File: src/rtl/user_upd_reg.sv
// JTAG user-data update register: serial-in, parallel-out behind a BSCAN user instruction.
// Define USER_UPD_LEN_CHK_EN to reject updates whose scan length is not exactly WIDTH bits.
module user_upd_reg #(
  parameter int              WIDTH   = 8,
  parameter logic [WIDTH-1:0] RST_VAL = '0
) (
  input  logic             DRCK,
  input  logic             RST_N,
  input  logic             SEL,
  input  logic             CAPTURE,
  input  logic             SHIFT,
  input  logic             UPDATE,
  input  logic             TDI,
  output logic             TDO,
  output logic [WIDTH-1:0] PAR_OUT,
  output logic             UPD_STB,
  output logic             LEN_ERR
);

  typedef enum logic {IDLE = 1'b0, SHIFTING = 1'b1} state_t;

  state_t           state_q, state_d;
  logic [WIDTH-1:0] sr_q, sr_d;
  logic [WIDTH-1:0] par_d;
  logic             stb_d;
  logic             accept;

  assign TDO = SEL & sr_q[0];

  // Priority among the TAP indicators is UPDATE, then CAPTURE, then SHIFT.
  always_comb begin
    state_d = state_q;
    sr_d    = sr_q;
    par_d   = PAR_OUT;
    stb_d   = 1'b0;
    if (SEL) begin
      if (UPDATE) begin
        if (state_q == SHIFTING) begin
          if (accept) begin
            par_d = sr_q;
            stb_d = 1'b1;
          end
          state_d = IDLE;
        end
      end else if (CAPTURE) begin
        sr_d    = PAR_OUT;
        state_d = SHIFTING;
      end else if (SHIFT) begin
        sr_d = {TDI, sr_q[WIDTH-1:1]};
      end
    end
  end

  always_ff @(posedge DRCK or negedge RST_N) begin
    if (!RST_N) begin
      state_q <= IDLE;
      sr_q    <= '0;
      PAR_OUT <= RST_VAL;
      UPD_STB <= 1'b0;
    end else begin
      state_q <= state_d;
      sr_q    <= sr_d;
      PAR_OUT <= par_d;
      UPD_STB <= stb_d;
    end
  end

`ifdef USER_UPD_LEN_CHK_EN
  localparam int CW = $clog2(WIDTH + 2);
  localparam logic [CW-1:0] CNT_FULL = CW'(WIDTH);
  localparam logic [CW-1:0] CNT_MAX  = CW'(WIDTH + 1);

  logic [CW-1:0] cnt_q, cnt_d;
  logic          err_q, err_d;

  assign accept  = (cnt_q == CNT_FULL);
  assign LEN_ERR = err_q;

  // Counter saturates one past WIDTH so overlong scans stay distinguishable.
  always_comb begin
    cnt_d = cnt_q;
    err_d = err_q;
    if (SEL) begin
      if (UPDATE) begin
        if (state_q == SHIFTING && !accept) err_d = 1'b1;
      end else if (CAPTURE) begin
        cnt_d = '0;
        err_d = 1'b0;
      end else if (SHIFT && state_q == SHIFTING && cnt_q != CNT_MAX) begin
        cnt_d = cnt_q + 1'b1;
      end
    end
  end

  always_ff @(posedge DRCK or negedge RST_N) begin
    if (!RST_N) begin
      cnt_q <= '0;
      err_q <= 1'b0;
    end else begin
      cnt_q <= cnt_d;
      err_q <= err_d;
    end
  end
`else
  assign accept  = 1'b1;
  assign LEN_ERR = 1'b0;
`endif

endmodule

File: config.mk
export PLATFORM = sky130hd
export DESIGN_NAME = user_upd_reg
export DESIGN_NICKNAME = d
export VERILOG_FILES = /design/src/rtl/user_upd_reg.sv
export SDC_FILE = /design/constraint.sdc
export NUM_CORES = 1
export LEC_CHECK = 0
export CORE_ASPECT_RATIO = 1.4
export CORE_MARGIN = 3
export CORE_UTILIZATION = 40
export DETAILED_ROUTE_END_ITERATION = 6
export PLACE_DENSITY = 0.78
export SLEW_MARGIN = 20
export SYNTH_ARGS = -nofsm -noshare
export SYNTH_HDL_FRONTEND = slang
export SYNTH_SLANG_ARGS = --single-unit
File: constraint.sdc
create_clock -name DRCK -period 1.4 [get_ports DRCK]
set_input_delay 0.14 -clock DRCK [delete_from_list [all_inputs] [get_ports DRCK]]
set_output_delay 0.14 -clock DRCK [all_outputs]
set_load 0.01 [all_outputs]
==> reports/metrics.csv, run 1 <==
metric,value,unit
max_freq,741,MHz
synth_cell_types,10,
slowest_delay,0.54,ns
grt_pass1_wl,2.36,mm
yosysTopAreaCellShare,55.9,%
skew,0.000959,ns
synth-async-reset-ratio,100,%
yosys_register_bits,18,
die_w,43.9,um
cts_resized,1,
placed_area,1010,sq um
synthTopCellsByCount,"mux2_2 (24), dfrtp_1 (18), a21oi_1 (2), inv_1 (2)",
cp_top_family,buffers and inverters,
cp_max_fo,3,
wirelength,1.30,mm
cp.required,1.26,ns
ir_worst_vdd,0.830,mV
rows,18,
power_density,1400,nW/um^2
cts-root-buf,clkbuf_4,
ctsHoldBuffers,0,
core-area,1820,sq um
fin_nets,83,
portBuffers,16,
ys_warn_count,0,
wire_per_inst,13.7,um
cap_viol_max_count,0,
final.setup.tns,0,ns
clock_latency,0.29,ns
fin_area,1060,sq um
grt-ovfl-total,0,
synth_seq_area_share,55.9,%
grt_max_degree,19,
die_h,59.1,um
synth_ff_type,dfrtp_1,
syn-instance-count,52,
clkSinkCount,18,
path_clk_slew,0.10,ns
r2r_cells,2,
setup_viol,0,
worstSetupStartpointType,register,
cts_setup_buffers,0,
crit_buf_inv,1,
remaining_drc_errors,0,
end_kind,output port,
start_util,44.2,%
critPathArrivalTime,1.21,ns
fill_cells,149,
syn_area,806,sq um
status,completed,
ios,18,
vias,483,
die_area,2600,sq um
rsz0062_at_grt,no,
cp_slowest_cell,clkdlybuf4s50_1,
crit_cells,1,
place_congestion,0.688,
cts_tree,built,
total_power,0.00148,W
area_delta_synth_final,31.2,%
h-tree-depth,1,
synth_edf_count,0,
period_needed,1.35,ns
synth_top_area_cell,dfrtp_1,
hp-class,in -> async,
drt_iter0_drc,7,
cp_cell_sequence,clkdlybuf4s50_1,
antenna_cells,0,
antenna_found_initial,0,
cts_buffers,3,
yosys-top-cells-area,"dfrtp_1 (56%), mux2_2 (34%), o211ai_4 (2.6%), nand3_4 (2.2%), buf_6 (1.4%)",
dpl.hpwl,937,um
fin_util,58.0,%
synth_nets,59,
power_leakage,0.584,nW
period_share,96.4,%
first_pass_iters,2,
cts_buffer_depth,2,
grt_pass1_vias,522,
hold_viol_final,0,
drive_gt1_share,46.7,%
synth_most_common_cell,mux2_2,
drv_slew,0,
path_class,reg -> out,
ant_nets,0,
viasPerCell,5.08,
syn_avg_cell_area,15.5,sq um
grt_util_all_layers,12.0,%
==> cell families after synthesis <==
| logic type | share of synthesized area [%] |
|---|---|
| multiplexers | 33.5 |
| flip-flops | 55.9 |
| buffers and inverters | 3.26 |
| AO/OA/AOI/OAI | 3.88 |
| AND/OR/NAND/NOR | 2.95 |
| other | 0.465 |
==> flip-flops by register name (all words and copies together), names as in the netlist <==
| signal | flops |
|---|---|
| UPD_STB | 1 |
| PAR_OUT | 8 |
| state_q | 1 |
| sr_q | 8 |
==> layer usage <==
layer	wire length, um	GRT usage [%]
met1	548	15.5
met2	621	18.5
met3	104	2.74
met4	29	6.47
met5	0	0
==> final timing paths <==
check	endpoint	slack [ns]	from
min	PAR_OUT[5]$_DFFE_PN0P_	0.16	RST_N
max reg2reg	PAR_OUT[1]$_DFFE_PN0P_	0.36	state_q$_DFFE_PN0P_
max	PAR_OUT[0]	0.05	PAR_OUT[0]$_DFFE_PN0P_
min reg2reg	PAR_OUT[0]$_DFFE_PN0P_	0.54	sr_q[0]$_DFFE_PN0P_
min in group DRCK	state_q$_DFFE_PN0P_	0.54	UPDATE
max in group asynchronous	PAR_OUT[6]$_DFFE_PN0P_	1.05	RST_N
==> where the power goes <==
group / internal (W) / total, W / switching [W] / leakage, nW
Combinational: 0.000278 / 0.000415 / 0.000137 / 0.324
Clock: 0.000158 / 0.000315 / 0.000157 / 0.0210
Sequential: 0.000656 / 0.000748 / 0.0000919 / 0.239
Total: 0.00109 / 0.00148 / 0.000385 / 0.584
==> placed cells by master, fill, tap and decap left out, drive strengths merged <==
cell type | netlist | final
dfrtp | 18 | 18
nand3 | 1 | 1
buf | 2 | 5
conb | 1 | 1
a21oi | 2 | 2
and2 | 1 | 1
mux2 | 24 | 24
dlygate4sd2 | 0 | 1
o211ai | 1 | 1
dlymetal6s2s | 0 | 5
clkbuf | 0 | 4
inv | 2 | 2
clkdlybuf4s50 | 0 | 10
==> per-stage QoR <==
stage	instances	setup WS, ns	hold slack, ns
4_1_cts	95	0.0275	0.154
6_report	95	0.0502	0.159
3_5_place_dp	91	-0.156	0.484
3_3_place_gp	91	-0.135	0.485
5_1_grt	95	0.000164	0.159
2_1_floorplan	52	0.372	-0.156
==> area by class of cell <==
class	instances	area [sq um]	share of cell area [%]
Inverter	2	7.51	0.710
Clock buffer	4	36.3	3.43
Timing Repair Buffer	21	209	19.8
Sequential cell	18	450	42.6
Multi-Input combinational cell	30	329	31.1
Tap cell	20	25.0	2.37
No activity file was read; power rests on OpenSTA's default activity.
==> run 2, diff against run 1 <==
--- a/config.mk
+++ b/config.mk
@@ -6,7 +6,7 @@
 export NUM_CORES = 1
 export LEC_CHECK = 0
 export CORE_ASPECT_RATIO = 1.4
-export CORE_MARGIN = 3
+export CORE_MARGIN = 2
 export CORE_UTILIZATION = 40
 export DETAILED_ROUTE_END_ITERATION = 6
 export PLACE_DENSITY = 0.78
==> run 2 against run 1 <==
- core utilization shrank 3.7 points
- die area shrank 7.8%
- sequential cell count is the same
- global-route usage grew 1.2 points
- clock power shrank 19%
- design area shrank 1.2%
- register-to-register slack lost 0.02 ns
- setup slack lost 0.0065 ns
- wire length shrank 0.61%
- count of clock-buffer cells in the layout shrank 1
- via count shrank 1.2%
- hold slack gained 0.0020 ns
- largest power group unchanged
==> reports/metrics.csv, run 2 (synthesis results as in run 1) <==
metric,value,unit,change
drv_slew,0,,unchanged
grt-ovfl-total,0,,unchanged
grt_pass1_vias,529,,+1.3%
place_congestion,0.659,,-4.1%
drive_gt1_share,45.2,%,-1.5 points
holdWs,0.161,ns,+0.00200 ns
fin_nets,82,,-1.2%
cts_setup_buffers,0,,unchanged
power_leakage,0.551,nW,-5.7%
crit_buf_inv,1,,unchanged
ant_nets,0,,unchanged
ios,18,,unchanged
status,completed,,
clkSinkCount,18,,unchanged
grt_util_all_layers,13.2,%,+1.2 points
end_kind,output port,,
vias,477,,-1.2%
cp_top_family,buffers and inverters,,
mostFrequentLayoutCells,"mux2_2 (24), dfrtp_1 (18), clkdlybuf4s50_1 (12)",,
final_common_cell,mux2_2,,
path_clk_slew,0.10,ns,about the same
cts-root-buf,clkbuf_4,,
cp_slowest_cell,clkdlybuf4s50_1,,
area_delta_synth_final,29.7,%,
cts_buffer_depth,2,,unchanged
path_class,reg -> out,,
rows,19,,+1
final.setup.tns,0,ns,unchanged
r2r-start,state_q$_DFFE_PN0P_,,
placed_area,1020,sq um,+0.62%
wire_per_inst,13.8,um,+0.44%
cts_tree,built,,
r2r_slack,0.34,ns,-0.02 ns
cap_viol_max_count,0,,unchanged
setup_viol,0,,unchanged
cp-startpoint,PAR_OUT[7]$_DFFE_PN0P_,,
power_density,1370,nW/um^2,-1.8%
antenna_cells,0,,unchanged
clock_latency,0.30,ns,about the same
r2r-end,PAR_OUT[0]$_DFFE_PN0P_,,
core-area,1930,sq um,+5.6%
period_needed,1.36,ns,+0.00654 ns
die_w,41.9,um,-4.6%
rsz0062_at_grt,no,,
critPathArrivalTime,1.22,ns,about the same
hp-class,in -> async,,
h-tree-depth,1,,unchanged
period_share,96.9,%,+0.47 points
fin_area,1040,sq um,-1.2%
skew,0.00831,ns,+0.00735 ns
max_freq,737,MHz,-0.48%
cp_max_fo,3,,unchanged
total_power,0.00143,W,-3.0%
cp.required,1.26,ns,about the same
die_area,2390,sq um,-7.8%
grt_max_degree,19,,unchanged
viasPerCell,5.07,,-0.19%
start_util,41.8,%,-2.3 points
worstSetupStartpointType,register,,
drt_iter0_drc,5,,-2
wirelength,1.30,mm,-0.61%
grt_pass1_wl,2.38,mm,+0.89%
ir_worst_vdd,0.888,mV,+7.1%
remaining_drc_errors,0,,unchanged
cp_cell_sequence,clkdlybuf4s50_1,,
first_pass_iters,2,,unchanged
die_h,57.1,um,-3.4%
reg_top3,"PAR_OUT (8), sr_q (8)",,
slowest_delay,0.54,ns,about the same
ctsHoldBuffers,0,,unchanged
finalNonFillerCells,94,,-1.1%
cts_buffers,3,,unchanged
dp.cells,91,,unchanged
hold_viol_final,0,,unchanged
portBuffers,16,,unchanged
antenna_found_initial,0,,unchanged
r2r_cells,2,,unchanged
==> run 2: how the worst max path moves through the flow <==
stage	to	slack (ns)	depth (start not counted)
global placement	sr_q[6]$_DFFE_PN0P_	-0.16	4
CTS	PAR_OUT[1]	0.02	1
floorplan	sr_q[0]$_DFFE_PN0P_	0.37	2
finish	PAR_OUT[7]	0.04	1
global route	PAR_OUT[3]	0.001	1
detailed placement	sr_q[4]$_DFFE_PN0P_	-0.19	4
==> run 2: through the flow <==
stage                     worst slack (ns)  util (%)
after floorplan                      0.372         -
after global placement              -0.161      52.8
after detailed placement            -0.189      52.8
after CTS                           0.0204      53.9
after global routing               0.00148      54.3
final                               0.0437      54.3
==> run 2: final cells by class <==
type / count / area [sq um]
tap: 21 / 26.3
timing repair buffer: 20 / 209
fill: 170 / 881
multi-input combinational: 30 / 329
inverter: 2 / 7.51
sequential: 18 / 450
clock buffer: 3 / 22.5
==> run 2: where the power goes <==
part | internal (W) | switching (W)
clock network | 0.000100 | 0.000155
registers | 0.000657 | 0.0000963
logic | 0.000288 | 0.000138
total | 0.00104 | 0.000389
==> run 2: layer usage <==
metal  vias up  share of wire (%)  track usage (%)
met4         0                3.1             8.29
met2        13                 49             21.2
met5         -                  0                0
met1       234                 43             15.6
li1        225                  -                -
met3         5                4.9             3.48
==> run 2: what timing repair did <==
item	CTS	global route
gates cloned	0	0
gates resized for setup	1	3
endpoints found under the hold margin	0	0
endpoints found under the setup margin	1	3
pin swaps	0	0
